`config.mk`:
```
export PLATFORM = sky130hd
export DESIGN_NAME = seq_add_sub_flat
export DESIGN_NICKNAME = d
export VERILOG_FILES = /design/src/rtl/seq_add_sub_if.sv /design/src/rtl/seq_add_sub.sv /design/src/flat_wrapper.sv
export SDC_FILE = /design/constraint.sdc
export NUM_CORES = 1
export LEC_CHECK = 0
export ABC_AREA = 1
export CAP_MARGIN = 5
export CORE_ASPECT_RATIO = 0.6
export CORE_MARGIN = 5
export CORE_UTILIZATION = 47
export CTS_CLUSTER_SIZE = 24
export DETAILED_ROUTE_END_ITERATION = 10
export PLACE_DENSITY = 0.74
export SYNTH_ARGS = -nofsm -noshare
export SYNTH_HDL_FRONTEND = slang
export SYNTH_SLANG_ARGS = --single-unit
```
`constraint.sdc`:
```
create_clock -name clk -period 2.34 [get_ports clk]
set_input_delay 0.468 -clock clk [delete_from_list [all_inputs] [get_ports clk]]
set_output_delay 0.468 -clock clk [all_outputs]
set_load 0.02 [all_outputs]
```
`src/rtl/seq_add_sub_if.sv`:
```
// Operand/result bundle for seq_add_sub: start/busy/done handshake plus data and flags.
interface seq_add_sub_if #(
  parameter int unsigned N = 16
) ();
  logic         start;
  logic         sub;
  logic         carryin;
  logic [N-1:0] Xin;
  logic [N-1:0] Yin;
  logic         busy;
  logic         done;
  logic [N-1:0] S;
  logic         carryout;
  logic         overflow;
  logic         zero;

  modport master (
    output start, sub, carryin, Xin, Yin,
    input  busy, done, S, carryout, overflow, zero
  );

  modport slave (
    input  start, sub, carryin, Xin, Yin,
    output busy, done, S, carryout, overflow, zero
  );
endinterface

```
`src/rtl/seq_add_sub.sv`:
```
// Multi-cycle adder/subtractor: adds K bits per clock, LS chunk first, with start/busy/done
// handshake and carry/overflow/zero flags registered together with the result.
module seq_add_sub #(
  parameter int unsigned N = 16,
  parameter int unsigned K = 4
) (
  input logic          clk,
  input logic          reset,
  seq_add_sub_if.slave bus
);
  localparam int unsigned CHUNKS = N / K;
  localparam int unsigned CW     = (CHUNKS > 1) ? $clog2(CHUNKS) : 1;

  typedef enum logic [1:0] {StIdle, StRun, StDone} state_t;

  state_t        state_q, state_d;
  logic [N-1:0]  x_q, x_d;
  logic [N-1:0]  y_q, y_d;
  logic [N-1:0]  p_q, p_d;
  logic          c_q, c_d;
  logic [CW-1:0] j_q, j_d;
  logic [N-1:0]  s_q, s_d;
  logic          carry_q, carry_d;
  logic          ovf_q, ovf_d;
  logic          zero_q, zero_d;

  logic [K:0]    sum;
  logic [N-1:0]  p_shift;
  logic          last;

  // Operands shift right each cycle, so the active chunk always sits in the low K bits.
  assign sum  = {1'b0, x_q[K-1:0]} + {1'b0, y_q[K-1:0]} + {{K{1'b0}}, c_q};
  assign last = (j_q == CW'(CHUNKS - 1));

  // Partial sum fills from the top; after CHUNKS steps every chunk is in place.
  if (K == N) begin : g_single
    assign p_shift = sum[K-1:0];
  end else begin : g_multi
    assign p_shift = {sum[K-1:0], p_q[N-1:K]};
  end

  always_comb begin
    state_d = state_q;
    x_d     = x_q;
    y_d     = y_q;
    p_d     = p_q;
    c_d     = c_q;
    j_d     = j_q;
    s_d     = s_q;
    carry_d = carry_q;
    ovf_d   = ovf_q;
    zero_d  = zero_q;

    unique case (state_q)
      StIdle, StDone: begin
        state_d = StIdle;
        if (bus.start) begin
          state_d = StRun;
          x_d     = bus.Xin;
          y_d     = bus.sub ? ~bus.Yin : bus.Yin;
          c_d     = bus.sub | bus.carryin;
          j_d     = '0;
        end
      end
      StRun: begin
        x_d = x_q >> K;
        y_d = y_q >> K;
        p_d = p_shift;
        c_d = sum[K];
        j_d = j_q + CW'(1);
        if (last) begin
          state_d = StDone;
          j_d     = '0;
          s_d     = p_shift;
          carry_d = sum[K];
          // Low bits of the last chunk are the operand sign bits.
          ovf_d   = (x_q[K-1] == y_q[K-1]) && (sum[K-1] != x_q[K-1]);
          zero_d  = (p_shift == '0);
        end
      end
      default: state_d = StIdle;
    endcase
  end

  always_ff @(posedge clk) begin
    if (reset) begin
      state_q <= StIdle;
      x_q     <= '0;
      y_q     <= '0;
      p_q     <= '0;
      c_q     <= 1'b0;
      j_q     <= '0;
      s_q     <= '0;
      carry_q <= 1'b0;
      ovf_q   <= 1'b0;
      zero_q  <= 1'b0;
    end else begin
      state_q <= state_d;
      x_q     <= x_d;
      y_q     <= y_d;
      p_q     <= p_d;
      c_q     <= c_d;
      j_q     <= j_d;
      s_q     <= s_d;
      carry_q <= carry_d;
      ovf_q   <= ovf_d;
      zero_q  <= zero_d;
    end
  end

  assign bus.busy     = (state_q == StRun);
  assign bus.done     = (state_q == StDone);
  assign bus.S        = s_q;
  assign bus.carryout = carry_q;
  assign bus.overflow = ovf_q;
  assign bus.zero     = zero_q;
endmodule

```
`src/flat_wrapper.sv`:
```
// flat-port wrapper written by rule: the top's interface ports become plain ports
module seq_add_sub_flat 
#(
  parameter int unsigned N = 16,
  parameter int unsigned K = 4
)
  (clk, reset, bus_start, bus_sub, bus_carryin, bus_Xin, bus_Yin, bus_busy, bus_done, bus_S, bus_carryout, bus_overflow, bus_zero);
  seq_add_sub_if #(.N(N)) bus_i ();
  input logic clk;
  input logic reset;
  input wire logic [$bits(bus_i.start)-1:0] bus_start;
  input wire logic [$bits(bus_i.sub)-1:0] bus_sub;
  input wire logic [$bits(bus_i.carryin)-1:0] bus_carryin;
  input wire logic [$bits(bus_i.Xin)-1:0] bus_Xin;
  input wire logic [$bits(bus_i.Yin)-1:0] bus_Yin;
  output wire logic [$bits(bus_i.busy)-1:0] bus_busy;
  output wire logic [$bits(bus_i.done)-1:0] bus_done;
  output wire logic [$bits(bus_i.S)-1:0] bus_S;
  output wire logic [$bits(bus_i.carryout)-1:0] bus_carryout;
  output wire logic [$bits(bus_i.overflow)-1:0] bus_overflow;
  output wire logic [$bits(bus_i.zero)-1:0] bus_zero;
  assign bus_i.start = bus_start;
  assign bus_i.sub = bus_sub;
  assign bus_i.carryin = bus_carryin;
  assign bus_i.Xin = bus_Xin;
  assign bus_i.Yin = bus_Yin;
  assign bus_busy = bus_i.busy;
  assign bus_done = bus_i.done;
  assign bus_S = bus_i.S;
  assign bus_carryout = bus_i.carryout;
  assign bus_overflow = bus_i.overflow;
  assign bus_zero = bus_i.zero;
  seq_add_sub #(.N(N), .K(K)) u_core (.clk(clk), .reset(reset), .bus(bus_i));
endmodule
```
Word-level counts from Yosys, hierarchy flattened
Index checks and enable logic that the tools add are counted.

storage, ports and cells
  flip-flop bits (word level) = 72
  input bits = 37
  output and inout bits = 21
  word-level logic and storage cells = 42

operators by class
  add/subtract/negate cells = 3
  eq/ne operators = 7
  multiplexer cells = 13
  bitwise gates (word level) = 2
  reductions and logical operators = 7

operators by type and width
  operator                                       count
  case mux 16 bit (2 select lines)               2
  two-way mux 16 bit                             3
  logical NOT 16 bit                             1
  inverter 16 bit                                1
  case mux 2 bit (2 select lines)                2
  two-way mux 2 bit                              3
  adder 4 x 4 -> 5 bit                           1
  adder 5 x 1 -> 5 bit                           1
  == test 2 bit, second input constant           2
  AND reduction 2 bit                            2
  adder 2 x 1 -> 2 bit, second input constant    1
  == test 2 x 1 -> 1 bit, second input constant  1
  logical NOT 2 bit                              1
  two-way mux 1 bit                              2
  != test 2 x 1 -> 1 bit, second input constant  1
  != test 2 bit, second input constant           1
  case mux 1 bit (2 select lines)                1
  nonzero test 2 bit                             1
  OR reduction 2 bit                             1
  == test 1 bit                                  1
  logical AND 1 bit                              1
  != test 1 bit                                  1
  OR 1 bit                                       1

Logic depth before layout (Yosys ltp)
  depth in word-level cells = 4
  depth in mapped cells = 10
  depth with buffers taken out = 10

Least setup slack after synthesis
OpenSTA, ideal clock, no wires.

  kind = register to register
  start point = reg u_core.c_q
  end point = reg u_core.zero_q (netlist: u_core.bus.zero)
  library setup time = 65 ps
  arrival time = 1,692 ps
  data required time = 2,275 ps
  slack = 583 ps
  stages on the path, launching flop included = 10
  buffers on the path = 0
  clock period less this slack = 1,757 ps
  cell sequence = dfxtp_1 -> fa_1 -> fa_1 -> nor2_1 -> nand2_1 -> nor2_1 -> nand3_1 -> nor2_1 -> nor2_1 -> nor2_1

between the ends
  word-level cells in the longest chain between the ends = 2

RTL lines
  item                     line                text
  start, declared          seq_add_sub.sv:20   logic c_q, c_d;
  start signal, assigned   seq_add_sub.sv:91   c_q <= 1'b0;
  start signal, assigned   seq_add_sub.sv:102  c_q <= c_d;
  adder 5 x 1 -> 5 bit     seq_add_sub.sv:32   assign sum = {1'b0, x_q[K-1:0]} + {1'b0, y_q[K-1:0]} + {{K{1'b0}}, c_q};
  named net u_core.sum[1]  seq_add_sub.sv:27   logic [K:0] sum;
  logical NOT 16 bit       seq_add_sub.sv:78   zero_d = (p_shift == '0);
  end signal, assigned     seq_add_sub.sv:107  zero_q <= zero_d;
  end, declared            seq_add_sub.sv:25   logic zero_q, zero_d;

The timed path passes the listed nets, and every way through them passes these cells.
A chain may end at the register's enable or synchronous reset.

Worst setup path in the final report
  start point = reg u_core.state_q[0]
  end point = out bus_busy

between the ends
  word-level cells in the longest chain between the ends = 1

RTL lines
  item                    line                text
  start, declared         seq_add_sub.sv:16   state_t state_q, state_d;
  start signal, assigned  seq_add_sub.sv:87   state_q <= StIdle;
  start signal, assigned  seq_add_sub.sv:98   state_q <= state_d;
  == test 2 x 1 -> 1 bit  seq_add_sub.sv:111  assign bus.busy = (state_q == StRun);
  end, declared           flat_wrapper.sv:16  output wire logic [$bits(bus_i.busy)-1:0] bus_busy;

No other way between the ends.

==> impl_metrics.json <==
{
  "core-area_mm2": 0.00608,
  "crit_chain": "nand2_2 -> inv_2 -> clkdlybuf4s50_1",
  "yosys_warnings": 0,
  "antenna_found_initial": 0,
  "setup_viol": 0,
  "cp.required_ns": 1.87,
  "ctsLongestPathBuffers": 2,
  "fin_nets": 481,
  "die_w_um": 112,
  "drt-wirelength-per-cell_um": 13.7,
  "hpwl_um": 4970,
  "place_inst": 511,
  "dr.pass1.iters": 5,
  "synth_seq_cells": 68,
  "drc": 0,
  "path_clk_slew_ns": 0.07,
  "cap_violations": 0,
  "cpMaxStageDelayCell": "clkdlybuf4s50_1",
  "cts_setup_buffers": 0,
  "crit_family": "buffers and inverters",
  "period_share": 0.861,
  "globalplace.congestion": 0.860,
  "crit_path_end_kind": "output port",
  "fmax_mhz": 496,
  "synthDistinctLibCells": 29,
  "grt_pass1_vias": 2439,
  "total_power_mw": 2.53,
  "arrival_ns": 1.55,
  "fin_ws_ns": 0.324,
  "min_path_type": "reg -> reg",
  "powerDensity_mw_per_mm2": 682,
  "min_from": "u_core.x_q[13]$_SDFFE_PP0P_",
  "cts-resized-gates": 0,
  "rsz0062_at_grt": "no",
  "first_iter_violations": 269,
  "netlist_instances": 385,
  "min_period_ns": 2.02,
  "maxSlewViolCount": 0,
  "overflow": 0,
  "start_util": 0.482,
  "synth_top_area_cell": "dfxtp_1",
  "syn_area_per_cell_um2": 7.62,
  "vias_per_cell": 5.15,
  "hold_slack_ns": 0.463,
  "n_antenna_cell": 0,
  "synth_common_cells": "nand2_1 (116), dfxtp_1 (68), nor2_1 (33)",
  "async_flop_share": 0,
  "max_stage_delay_ns": 0.59,
  "fin_util": 0.609,
  "dieHeight_um": 71.2,
  "wirelength_um": 7190,
  "peakVddDrop_mv": 0.297,
  "skew_ns": 0.00375,
  "critical_path_buf_inv_count": 2,
  "synthFlopType": "dfxtp_1",
  "stdcell_count": 525,
  "clk_latency_ns": 0.33,
  "post_dp_cell_area_mm2": 0.00353,
  "via_count": 2705,
  "port_buffers": 57,
  "grt_pass1_wl_um": 11700,
  "cts_max_level": 3,
  "syn_nets": 428,
  "synth_area_mm2": 0.00293,
  "grtUsageTotal": 0.181,
  "start_kind": "flip-flop",
  "area_growth_pct": 26.4,
  "cp-startpoint": "u_core.state_q[0]$_SDFFE_PP0P_",
  "cts_sinks": 68,
  "rows": 22,
  "r2r-start": "u_core.c_q$_SDFFE_PP0P_",
  "synth_top_area_frac": 0.464,
  "dieArea_mm2": 0.00797,
  "root_buffer": "clkbuf_8",
  "antenna_left": 0,
  "synth-edff-count": 0,
  "crit_type": "reg -> out",
  "cellLeakagePower_nw": 1.54,
  "worst_pin_slew_ns": 0.570,
  "io_pins": 58,
  "pre_cts_ws_ns": 0.320,
  "drive_above_1_share": 0.0590,
  "finalSetupTns_ns": 0,
  "ctsHoldBuffers": 0,
  "postLayoutCellArea_mm2": 0.00371,
  "grt_start_max_net_pins": 37,
  "numCtsBuffers": 9,
  "cts_tree": "yes",
  "slew_headroom": 0.620,
  "critPathMaxFanout": 4,
  "hold_violations": 0,
  "synth_most_common_cell": "nand2_1",
  "status": "finished clean",
  "ys_seq_area_frac": 0.464,
  "synth_area_leaders": "dfxtp_1 (46%), nand2_1 (15%), a21oi_1 (4.4%)"
}
worst reg2reg max path: stages, from the launching register on:
cell and delay [ns]:
dfxtp_1 0.33, fa_1 0.46, fa_1 0.51, nor2_1 0.14, nand2_1 0.06, nor2_1 0.11, nand3_1 0.11, nor2_1 0.10
nor2_1 0.05, nor2_1 0.07
flip-flops by register name (all words and copies together), names as in the netlist:
name	cells
u_core.j_q	2
u_core.x_q	16
u_core.bus.S	16
u_core.y_q	16
u_core.c_q	1
u_core.bus.overflow	1
u_core.bus.zero	1
u_core.state_q	2
u_core.bus.carryout	1
u_core.p_q	12
area by class of cell:
class | count | area, um2
Fill cell | 554 | 2380
Inverter | 33 | 124
Multi-Input combinational cell | 263 | 1330
Sequential cell | 68 | 1360
Clock buffer | 11 | 131
Tap cell | 84 | 105
Timing Repair Buffer | 63 | 616
Clock inverter | 3 | 40.0
kinds of logic (layout without fill, tap and decap cells):
logic type | count (synthesis) | after routing | share of synthesized area
XOR/XNOR | 14 | 14 | 0.0418
flip-flops | 68 | 68 | 0.464
buffers and inverters | 54 | 110 | 0.0828
adder cells (fa/ha/maj) | 6 | 6 | 0.0307
AO/OA/AOI/OAI | 77 | 77 | 0.153
AND/OR/NAND/NOR | 166 | 166 | 0.227
layer usage:
metal / track usage / share of wire / up-vias
li1: - / - / 1352
met4: 0.0520 / 0.0079 / 0
met2: 0.260 / 0.42 / 101
met5: 0 / 0 / -
met3: 0.0487 / 0.078 / 8
met1: 0.265 / 0.49 / 1244
path summary, 6_finish.rpt:
check                            endpoint  slack, ns  cells after the start
min           u_core.x_q[13]$_SDFFE_PP0P_       0.46                      2
max reg2reg  u_core.bus.zero$_SDFFE_PP0P_       0.35                      9
max                              bus_busy       0.32                      3
min reg2reg   u_core.x_q[13]$_SDFFE_PP0P_       0.46                      2
power by group:
part | internal [mW] | switching (mW) | leakage (nW) | total, mW
clock network | 0.478 | 0.411 | 0.0890 | 0.888
logic | 0.161 | 0.207 | 0.897 | 0.368
registers | 1.22 | 0.0479 | 0.556 | 1.27
total | 1.86 | 0.665 | 1.54 | 2.53
layout by cell type (no fill, tap or decap), drive strengths merged:
master	instances
xor2	2
clkbuf	11
bufinv	1
ha	4
o21bai	2
nand2	119
fa	2
inv	32
xnor2	12
nor2	34
a211oi	1
o21ai	23
clkdlybuf4s50	57
o211ai	3
buf	6
o221ai	8
nand3	12
clkinv	3
o21a	1
dfxtp	68
a21oi	26
a31oi	13
nand3b	1
Power figures use the tool's default switching activity.
